File: src/rtl/bus_arbiter_2m.sv
// Two-master bus arbiter: a registered grant FSM with tie-break on the last owner,
// a combinational slave-side mux, and a sticky flag for grants held too long while contested.
module bus_arbiter_2m #(
    parameter int unsigned MAX_HOLD     = 255,
    parameter int unsigned HANDOVER_GAP = 1
) (
    input  logic       clk,
    input  logic       rst,
    input  logic       m0_bus_req,
    input  logic       m1_bus_req,
    output logic       m0_bus_grant,
    output logic       m1_bus_grant,
    input  logic [7:0] m0_mst2slv_addr,
    input  logic       m0_mst2slv_wr,
    input  logic       m0_mst2slv_rd,
    input  logic [7:0] m0_mst2slv_data,
    input  logic [7:0] m1_mst2slv_addr,
    input  logic       m1_mst2slv_wr,
    input  logic       m1_mst2slv_rd,
    input  logic [7:0] m1_mst2slv_data,
    output logic [7:0] s_mst2slv_addr,
    output logic       s_mst2slv_wr,
    output logic       s_mst2slv_rd,
    output logic [7:0] s_mst2slv_data,
    input  logic [7:0] s_slv2mst_data,
    output logic [7:0] m0_slv2mst_data,
    output logic [7:0] m1_slv2mst_data,
    output logic [1:0] bus_owner,
    output logic       hold_err,
    input  logic       hold_err_clr
);

    localparam logic [1:0] IDLE = 2'b00;
    localparam logic [1:0] GNT0 = 2'b01;
    localparam logic [1:0] GNT1 = 2'b10;
    localparam logic [1:0] GAP  = 2'b11;

    localparam logic [7:0] MAX_HOLD_L = 8'(MAX_HOLD);

    logic [1:0] state_q, state_d;
    logic       gnt0_q, gnt1_q;
    logic [1:0] owner_q;
    logic       last_q, last_d;       // 0: master 0 owned last, 1: master 1
    logic [7:0] hold_cnt_q, hold_cnt_d;
    logic [7:0] hold_cnt_inc;
    logic       hold_err_q, hold_err_d;
    logic [1:0] idle_pick;
    logic       granted_q;
    logic       entering;
    logic       other_req;

    // Arbitration from an empty bus; ties go to whichever master did not own it last.
    always_comb begin
        idle_pick = IDLE;
        if (m0_bus_req && m1_bus_req) begin
            idle_pick = last_q ? GNT0 : GNT1;
        end else if (m0_bus_req) begin
            idle_pick = GNT0;
        end else if (m1_bus_req) begin
            idle_pick = GNT1;
        end
    end

    always_comb begin
        state_d = state_q;
        case (state_q)
            GNT0: begin
                if (!m0_bus_req) begin
                    if (HANDOVER_GAP != 0)
                        state_d = GAP;
                    else
                        state_d = m1_bus_req ? GNT1 : IDLE;
                end
            end
            GNT1: begin
                if (!m1_bus_req) begin
                    if (HANDOVER_GAP != 0)
                        state_d = GAP;
                    else
                        state_d = m0_bus_req ? GNT0 : IDLE;
                end
            end
            default: state_d = idle_pick;
        endcase
    end

    always_comb begin
        granted_q    = (state_q == GNT0) || (state_q == GNT1);
        entering     = ((state_d == GNT0) && (state_q != GNT0)) ||
                       ((state_d == GNT1) && (state_q != GNT1));
        other_req    = (state_q == GNT0) ? m1_bus_req : m0_bus_req;
        hold_cnt_inc = (hold_cnt_q == 8'hFF) ? 8'hFF : hold_cnt_q + 8'd1;

        last_d = last_q;
        if (state_d == GNT0)
            last_d = 1'b0;
        else if (state_d == GNT1)
            last_d = 1'b1;

        hold_cnt_d = hold_cnt_q;
        if (entering)
            hold_cnt_d = 8'd0;
        else if (granted_q)
            hold_cnt_d = hold_cnt_inc;

        // A set in the same cycle as a clear must win.
        hold_err_d = hold_err_q && !hold_err_clr;
        if (granted_q && (hold_cnt_inc >= MAX_HOLD_L) && other_req)
            hold_err_d = 1'b1;
    end

    always_ff @(posedge clk) begin
        if (rst) begin
            state_q    <= IDLE;
            gnt0_q     <= 1'b0;
            gnt1_q     <= 1'b0;
            owner_q    <= 2'b00;
            last_q     <= 1'b1;
            hold_cnt_q <= 8'd0;
            hold_err_q <= 1'b0;
        end else begin
            state_q    <= state_d;
            gnt0_q     <= (state_d == GNT0);
            gnt1_q     <= (state_d == GNT1);
            owner_q    <= {(state_d == GNT1), (state_d == GNT0)};
            last_q     <= last_d;
            hold_cnt_q <= hold_cnt_d;
            hold_err_q <= hold_err_d;
        end
    end

    always_comb begin
        s_mst2slv_addr = 8'd0;
        s_mst2slv_wr   = 1'b0;
        s_mst2slv_rd   = 1'b0;
        s_mst2slv_data = 8'd0;
        if (gnt0_q) begin
            s_mst2slv_addr = m0_mst2slv_addr;
            s_mst2slv_wr   = m0_mst2slv_wr;
            s_mst2slv_rd   = m0_mst2slv_rd;
            s_mst2slv_data = m0_mst2slv_data;
        end else if (gnt1_q) begin
            s_mst2slv_addr = m1_mst2slv_addr;
            s_mst2slv_wr   = m1_mst2slv_wr;
            s_mst2slv_rd   = m1_mst2slv_rd;
            s_mst2slv_data = m1_mst2slv_data;
        end
    end

    assign m0_slv2mst_data = s_slv2mst_data;
    assign m1_slv2mst_data = s_slv2mst_data;
    assign m0_bus_grant    = gnt0_q;
    assign m1_bus_grant    = gnt1_q;
    assign bus_owner       = owner_q;
    assign hold_err        = hold_err_q;

endmodule

File: config.mk
export PLATFORM = sky130hd
export DESIGN_NAME = bus_arbiter_2m
export DESIGN_NICKNAME = d
export VERILOG_FILES = /design/src/rtl/bus_arbiter_2m.sv
export SDC_FILE = /design/constraint.sdc
export NUM_CORES = 1
export LEC_CHECK = 0
export ABC_AREA = 1
export CORE_ASPECT_RATIO = 1.4
export CORE_MARGIN = 2
export CORE_UTILIZATION = 31
export CTS_CLUSTER_DIAMETER = 80
export CTS_CLUSTER_SIZE = 25
export DETAILED_ROUTE_END_ITERATION = 6
export PLACE_DENSITY_LB_ADDON = 0.12
export SLEW_MARGIN = 15
export SYNTH_ARGS = -nofsm -noshare
export SYNTH_HDL_FRONTEND = slang
export SYNTH_SLANG_ARGS = --single-unit
File: constraint.sdc
create_clock -name clk -period 2 [get_ports clk]
set_input_delay 0.4 -clock clk [delete_from_list [all_inputs] [get_ports clk]]
set_output_delay 0.4 -clock clk [all_outputs]
set_load 0.03 [all_outputs]
Word-level counts from Yosys, hierarchy flattened
Index checks and enable logic that the tools add are counted.
{"block": "word_totals", "register_bits": 16, "latchBits": 0, "ram_bits": 0, "rom_bits": 0, "out_inout_bits": 39, "word_cells": 47, "memories": 0}
{"block": "classes", "n_addsub": 1, "multipliers": 0, "div": 0, "order_cmp": 1, "eq_ne": 7, "n_shift": 0, "muxes": 20, "bitwise": 0, "n_reduce_logical": 11}
{"operator": "$mux W8", "count": 5}
{"operator": "$mux W2", "count": 6}
{"operator": "$add A8 B1 Y8 const B", "count": 1}
{"operator": "$eq A8 B8 Y1 const B", "count": 1}
{"operator": "$ge A8 B8 Y1 const B", "count": 1}
{"operator": "$mux W1", "count": 8}
{"operator": "$logic_and A1 B1 Y1", "count": 6}
{"operator": "$eq A2 B1 Y1 const B", "count": 2}
{"operator": "$eq A2 B2 Y1 const B", "count": 2}
{"operator": "$pmux W2 S2", "count": 1}
{"operator": "$logic_or A1 B1 Y1", "count": 2}
{"operator": "$ne A2 B1 Y1 const B", "count": 1}
{"operator": "$ne A2 B2 Y1 const B", "count": 1}
{"operator": "$reduce_bool A2 Y1", "count": 1}
{"operator": "$reduce_or A2 Y1", "count": 1}
{"operator": "$logic_not A1 Y1", "count": 1}

Logic depth before layout (Yosys ltp)
{"block": "logic_depth", "word_depth": 8, "mapped_depth": 15, "ltp_nobuf": 15}

Worst setup path after synthesis
Ideal clock, no wire load.
{"block": "synth_path", "kind": "reg-to-reg", "startpoint": "register state_q[0]", "endpoint": "register hold_cnt_q[2]", "setup_time_ns": 0.057, "arrival_ns": 2.041, "slack_ns": -0.098, "path_stages_with_launch": 15, "path_buffers": 1, "cell_sequence": "dfxtp_1 -> inv_1 -> ha_1 -> clkbuf_1 -> o211ai_1 -> nand2_1 -> inv_1 -> ha_1 -> inv_1 -> nor2_1 -> nor3_1 -> inv_1 -> a21oi_1 -> o21ai_0 -> inv_1"}
{"block": "synth_between", "elab_chain_cells": 6, "elab_cells_between_ends": 14, "cone_classes": "eq/ne: 6; mux: 3; reduce/logical: 5"}
{"item": "start: declaration", "line_no": "40", "text": "logic [1:0] state_q, state_d;"}
{"item": "start signal: assignment", "line_no": "122", "text": "state_q <= state_d;"}
{"item": "$eq A2 B2 Y1 (tied with other cells)", "line_no": "66", "text": "case (state_q)"}
{"item": "$pmux W2 S2 *", "line_no": "66"}
{"item": "named net state_d[0]", "line_no": "40"}
{"item": "$eq A2 B1 Y1 / $eq A2 B2 Y1 (equally long branches)", "line_no": "89, 90"}
{"item": "$logic_and A1 B1 Y1, on equally long branches", "line_no": "89, 90"}
{"item": "$logic_or A1 B1 Y1 *", "line_no": "89", "text": "entering = ((state_d == GNT0) && (state_q != GNT0)) ||"}
{"item": "$reduce_or A2 Y1 (no line) *"}
{"item": "end signal: assignment", "line_no": "127", "text": "hold_cnt_q <= hold_cnt_d;"}
{"item": "end: declaration", "line_no": "44", "text": "logic [7:0] hold_cnt_q, hold_cnt_d;"}
The timed path passes the listed nets; every way through them passes the cells marked *.
A chain may end at the register's enable or synchronous reset.

Final worst setup path
{"block": "layout_path", "startpoint": "register state_q[1]", "endpoint": "register gnt1_q, in the netlist m1_bus_grant"}
{"block": "layout_between", "elab_chain_cells": 3, "elab_cells_between_ends": 6, "cone_classes": "eq/ne: 3; mux: 3"}
{"item": "$eq A2 B2 Y1 (tied with other cells)", "line_no": "66"}
{"item": "$pmux W2 S2 *", "line_no": "66"}
{"item": "named net state_d[1]", "line_no": "40"}
{"item": "$eq A2 B2 Y1 *", "line_no": "124", "text": "gnt1_q <= (state_d == GNT1);"}
{"item": "end signal: assignment", "line_no": "124"}
{"item": "end: declaration", "line_no": "41", "text": "logic gnt0_q, gnt1_q;"}
Marks and branches as above.

==> results.md <==
* Most common cell in the synthesized netlist: sky130_fd_sc_hd__nand2_1
* First-pass iteration count of the detailed router at 4
* Unrepaired setup endpoints after global routing: yes
* Biggest area contributors in the synthesized netlist: sky130_fd_sc_hd__dfxtp_1 23%, sky130_fd_sc_hd__nand2_1 21%, sky130_fd_sc_hd__buf_4 11%
* Initial antenna violation count at 0
* Max-capacitance violation count at 0
* Register bit total from synthesis at 14
* Fill cell total of the finished layout at 416
* Count of inserted antenna diode cells at 0
* Post-synth cell types at 23
* Number of enable-type register cells in the synthesized netlist at 0
* First-pass GRT wire length at 5.82 mm
* Count of routing violations after the opening detailed-route iteration at 24
* Horizontal die dimension at 57.1 µm
* Count of synthesis-stage warnings from yosys at 0
* Clock-pin slew on the worst setup and hold paths at 0.06 ns
* Final Net Count at 331
* Post-Syn Area at 0.00122 mm²
* Row count at 27
* I/O pins at between 80 and 90
* Leakage dissipation at 0.00101 µW
* Final Instance Count excl. Fillers at 319
* Remaining number of nets flagged by the antenna check after routing at 0
* Final worst path period share at 0.986
* Peak supply drop at 0.884 mV
* CTS tree: built
* Nature of the critical path endpoint: flop
* Hold crit path type: reg2reg
* Avg Synthesized Cell Area at 5.85 µm²
* Reg power frac at 0.184
* Gr usage total at 0.158
* Starting utilization of the core area at 0.318
* Final hold violation count at 0
* Accumulated negative setup slack at 0 ns
* Post-synth top area cell: sky130_fd_sc_hd__dfxtp_1
* Final setup violation count at 0
* Startpoint type of the worst setup path: flop
* Proportion of synthesized flip-flops having asynchronous set or reset at 0
* Total count of max-transition violations in the final report at 0
* Via count of the first global-routing pass at 1,346
* Share of total power consumed by net switching at 0.483
* CTS hold repair buffers at 0
* Via density per instance at 4.47
* Routability-driven placement congestion ratio at 0.747
* Post-layout min period at 1.97 ns
* Top post-synthesis cells by count: 70 x sky130_fd_sc_hd__nand2_1, 23 x sky130_fd_sc_hd__inv_1, 23 x sky130_fd_sc_hd__nand3_1
* Required time of the critical path at 2.19 ns
* Area occupied by multi-input gates at 762 µm²
* Worst-skew pair later-pin latency at 0.24 ns
* Area growth, synth to finish at 66.6%
* Net count after synthesis at 263
* Area inside the core boundary at 0.00385 mm²
* Worst slew margin at 0.773
* Chip Height at 78.3 µm
* Number of placed instances, taps included at 304
* Outcome: complete, no violations
* Clk pwr share at 0.094
* Internal power contribution at 1530 µW
* Start-to-end type of the worst setup path: reg2reg
* Vias post-DR at 1,426
* Largest driver fanout on the critical path at 4
* Number of I/O port buffers at 63
* CTS Sinks at 14
* Achievable clock frequency at 507 MHz
* Arrival time at the worst endpoint at around 2.2 ns
* Share of post-route cells with drive strength above 1 at 0.275
* Htree depth at 1
* Pin count of the biggest net entering global routing at 19
* Hold Slack at slightly below 0.5 ns
* Flip-flop cell with the highest count after synthesis: sky130_fd_sc_hd__dfxtp_1
* Register area at 283 µm²
* Net switching component of the power at 1430 µW
* Power density normalized to cell area at 1450 mW/mm²
* Per-cell routed wire length at between 10 and 15 µm
* Cell count after synthesis at 209
* Post-detailed-placement half-perimeter wirelength at 2.79 mm
* Transition time at the pin with the least slew margin at 0.340 ns
* CTS Buf Count at 3
* Cell chosen for the clock root: sky130_fd_sc_hd__clkbuf_8
* Proportion of netlist area held by the largest area contributor at 0.229
* Number of DRC violations after detailed routing at 0
* Global route overflow at 0
* Bufs on Longest Clock Path at 2
* Seq/Total Area, Yosys at 0.229
* Worst clock skew on the final layout at 0.00102 ns
* Comb power frac at 0.722
* Die footprint at between 0.004 and 0.005 mm²
* Detailed-route wire length at 3.66 mm
## final cells by class
type	count	share of cell area
timing repair buffer	87	0.384
multi-input combinational	145	0.374
tap	43	0.0264
sequential	14	0.139
clock buffer	4	0.0270
inverter	26	0.0497
## cells in the final DEF, fill, tap and decap left out
master | Yosys | layout
sky130_fd_sc_hd__nor2_4 | 1 | 1
sky130_fd_sc_hd__buf_12 | 0 | 1
sky130_fd_sc_hd__inv_4 | 0 | 1
sky130_fd_sc_hd__ha_1 | 5 | 1
sky130_fd_sc_hd__or2_4 | 0 | 1
sky130_fd_sc_hd__dfxtp_2 | 0 | 2
sky130_fd_sc_hd__dlymetal6s2s_1 | 0 | 1
sky130_fd_sc_hd__nand2_1 | 70 | 68
sky130_fd_sc_hd__ha_4 | 0 | 3
sky130_fd_sc_hd__nor3_2 | 0 | 1
sky130_fd_sc_hd__buf_6 | 0 | 1
sky130_fd_sc_hd__nand3_1 | 23 | 23
sky130_fd_sc_hd__dfxtp_1 | 14 | 12
sky130_fd_sc_hd__a21oi_2 | 1 | 5
sky130_fd_sc_hd__nor2_1 | 20 | 18
sky130_fd_sc_hd__ha_2 | 0 | 1
sky130_fd_sc_hd__buf_4 | 18 | 40
sky130_fd_sc_hd__o21ai_1 | 0 | 5
sky130_fd_sc_hd__clkdlybuf4s50_1 | 0 | 43
sky130_fd_sc_hd__a21oi_1 | 8 | 4
sky130_fd_sc_hd__dlygate4sd2_1 | 0 | 1
sky130_fd_sc_hd__nand2_2 | 1 | 3
sky130_fd_sc_hd__nor2_2 | 0 | 2
sky130_fd_sc_hd__o21ai_0 | 10 | 5
sky130_fd_sc_hd__inv_1 | 23 | 17
sky130_fd_sc_hd__clkinv_2 | 0 | 1
sky130_fd_sc_hd__inv_2 | 1 | 7
sky130_fd_sc_hd__nand3_4 | 1 | 1
sky130_fd_sc_hd__a22oi_2 | 0 | 1
sky130_fd_sc_hd__clkbuf_8 | 0 | 4
sky130_fd_sc_hd__o211ai_1 | 1 | 1
sky130_fd_sc_hd__xnor2_1 | 1 | 1
## metrics by stage
step                total power, µW  utilization  cell area, µm²  setup WS [ns]
CTS                            2740        0.504            1940         0.0145
detailed placement             2330        0.473            1820         -0.339
floorplan                      1690            -            1230         0.0698
global route                   3210        0.529            2040        -0.0396
global placement               2320        0.473            1820         -0.289
finish                         2960        0.529            2040         0.0281
## per-layer routing
metal / track usage / routed length [µm] / part of all wire / vias to the layer above
li1: - / - / - / 768
met1: 0.180 / 1490 / 0.41 / 630
met2: 0.299 / 2000 / 0.55 / 22
met3: 0.0165 / 128 / 0.035 / 6
met4: 0.0488 / 38 / 0.010 / 0
met5: 0 / 0 / 0 / -
## cell families after synthesis
group	count (synthesis)	synth area share
simple gates	118	0.408
buf+inv	50	0.212
compound gates	21	0.0931
flops	14	0.229
fa+ha+maj	5	0.0511
xor+xnor	1	0.00716
## repair_timing
action	in CTS	in global routing
setup buffers	5	6
pin swaps	3	4
gates resized for setup	15	20
hold endpoints to repair	0	0
setup endpoints to repair	25	10
## critical path: stages (launching register included)
cell and delay [ns]:
sky130_fd_sc_hd__dfxtp_2 0.32, sky130_fd_sc_hd__buf_4 0.13, sky130_fd_sc_hd__ha_4 0.29, sky130_fd_sc_hd__nand2_2 0.04, sky130_fd_sc_hd__inv_1 0.07, sky130_fd_sc_hd__a22oi_2 0.09, sky130_fd_sc_hd__inv_1 0.08, sky130_fd_sc_hd__ha_2 0.18
sky130_fd_sc_hd__inv_2 0.04, sky130_fd_sc_hd__buf_4 0.13, sky130_fd_sc_hd__buf_4 0.12, sky130_fd_sc_hd__buf_4 0.12, sky130_fd_sc_hd__buf_4 0.12, sky130_fd_sc_hd__buf_4 0.12, sky130_fd_sc_hd__nor2_1 0.07
## power groups by stage
stage	logic [µW]	clock network [µW]	registers [µW]
after floorplan	1170	0	520
after global placement	1780	0	539
after detailed placement	1790	0	540
after CTS	1910	280	545
after global routing	2340	292	578
final	2140	277	545
## worst paths after layout
check	startpoint	end	slack [ns]	cells after the start
worst min register to register	last_q	last_q	0.49	2
worst max-delay path	state_q[1]	m1_bus_grant	0.03	14
worst min-delay path	last_q	last_q	0.49	2
worst max register to register	state_q[1]	m1_bus_grant	0.03	14
## flip-flops by register name (all words and copies together), names as in the netlist
name          count
last_q            1
hold_err          1
state_q           2
hold_cnt_q        8
bus_owner         1
m1_bus_grant      1
Note: power is estimated with default switching activity, not from simulation.
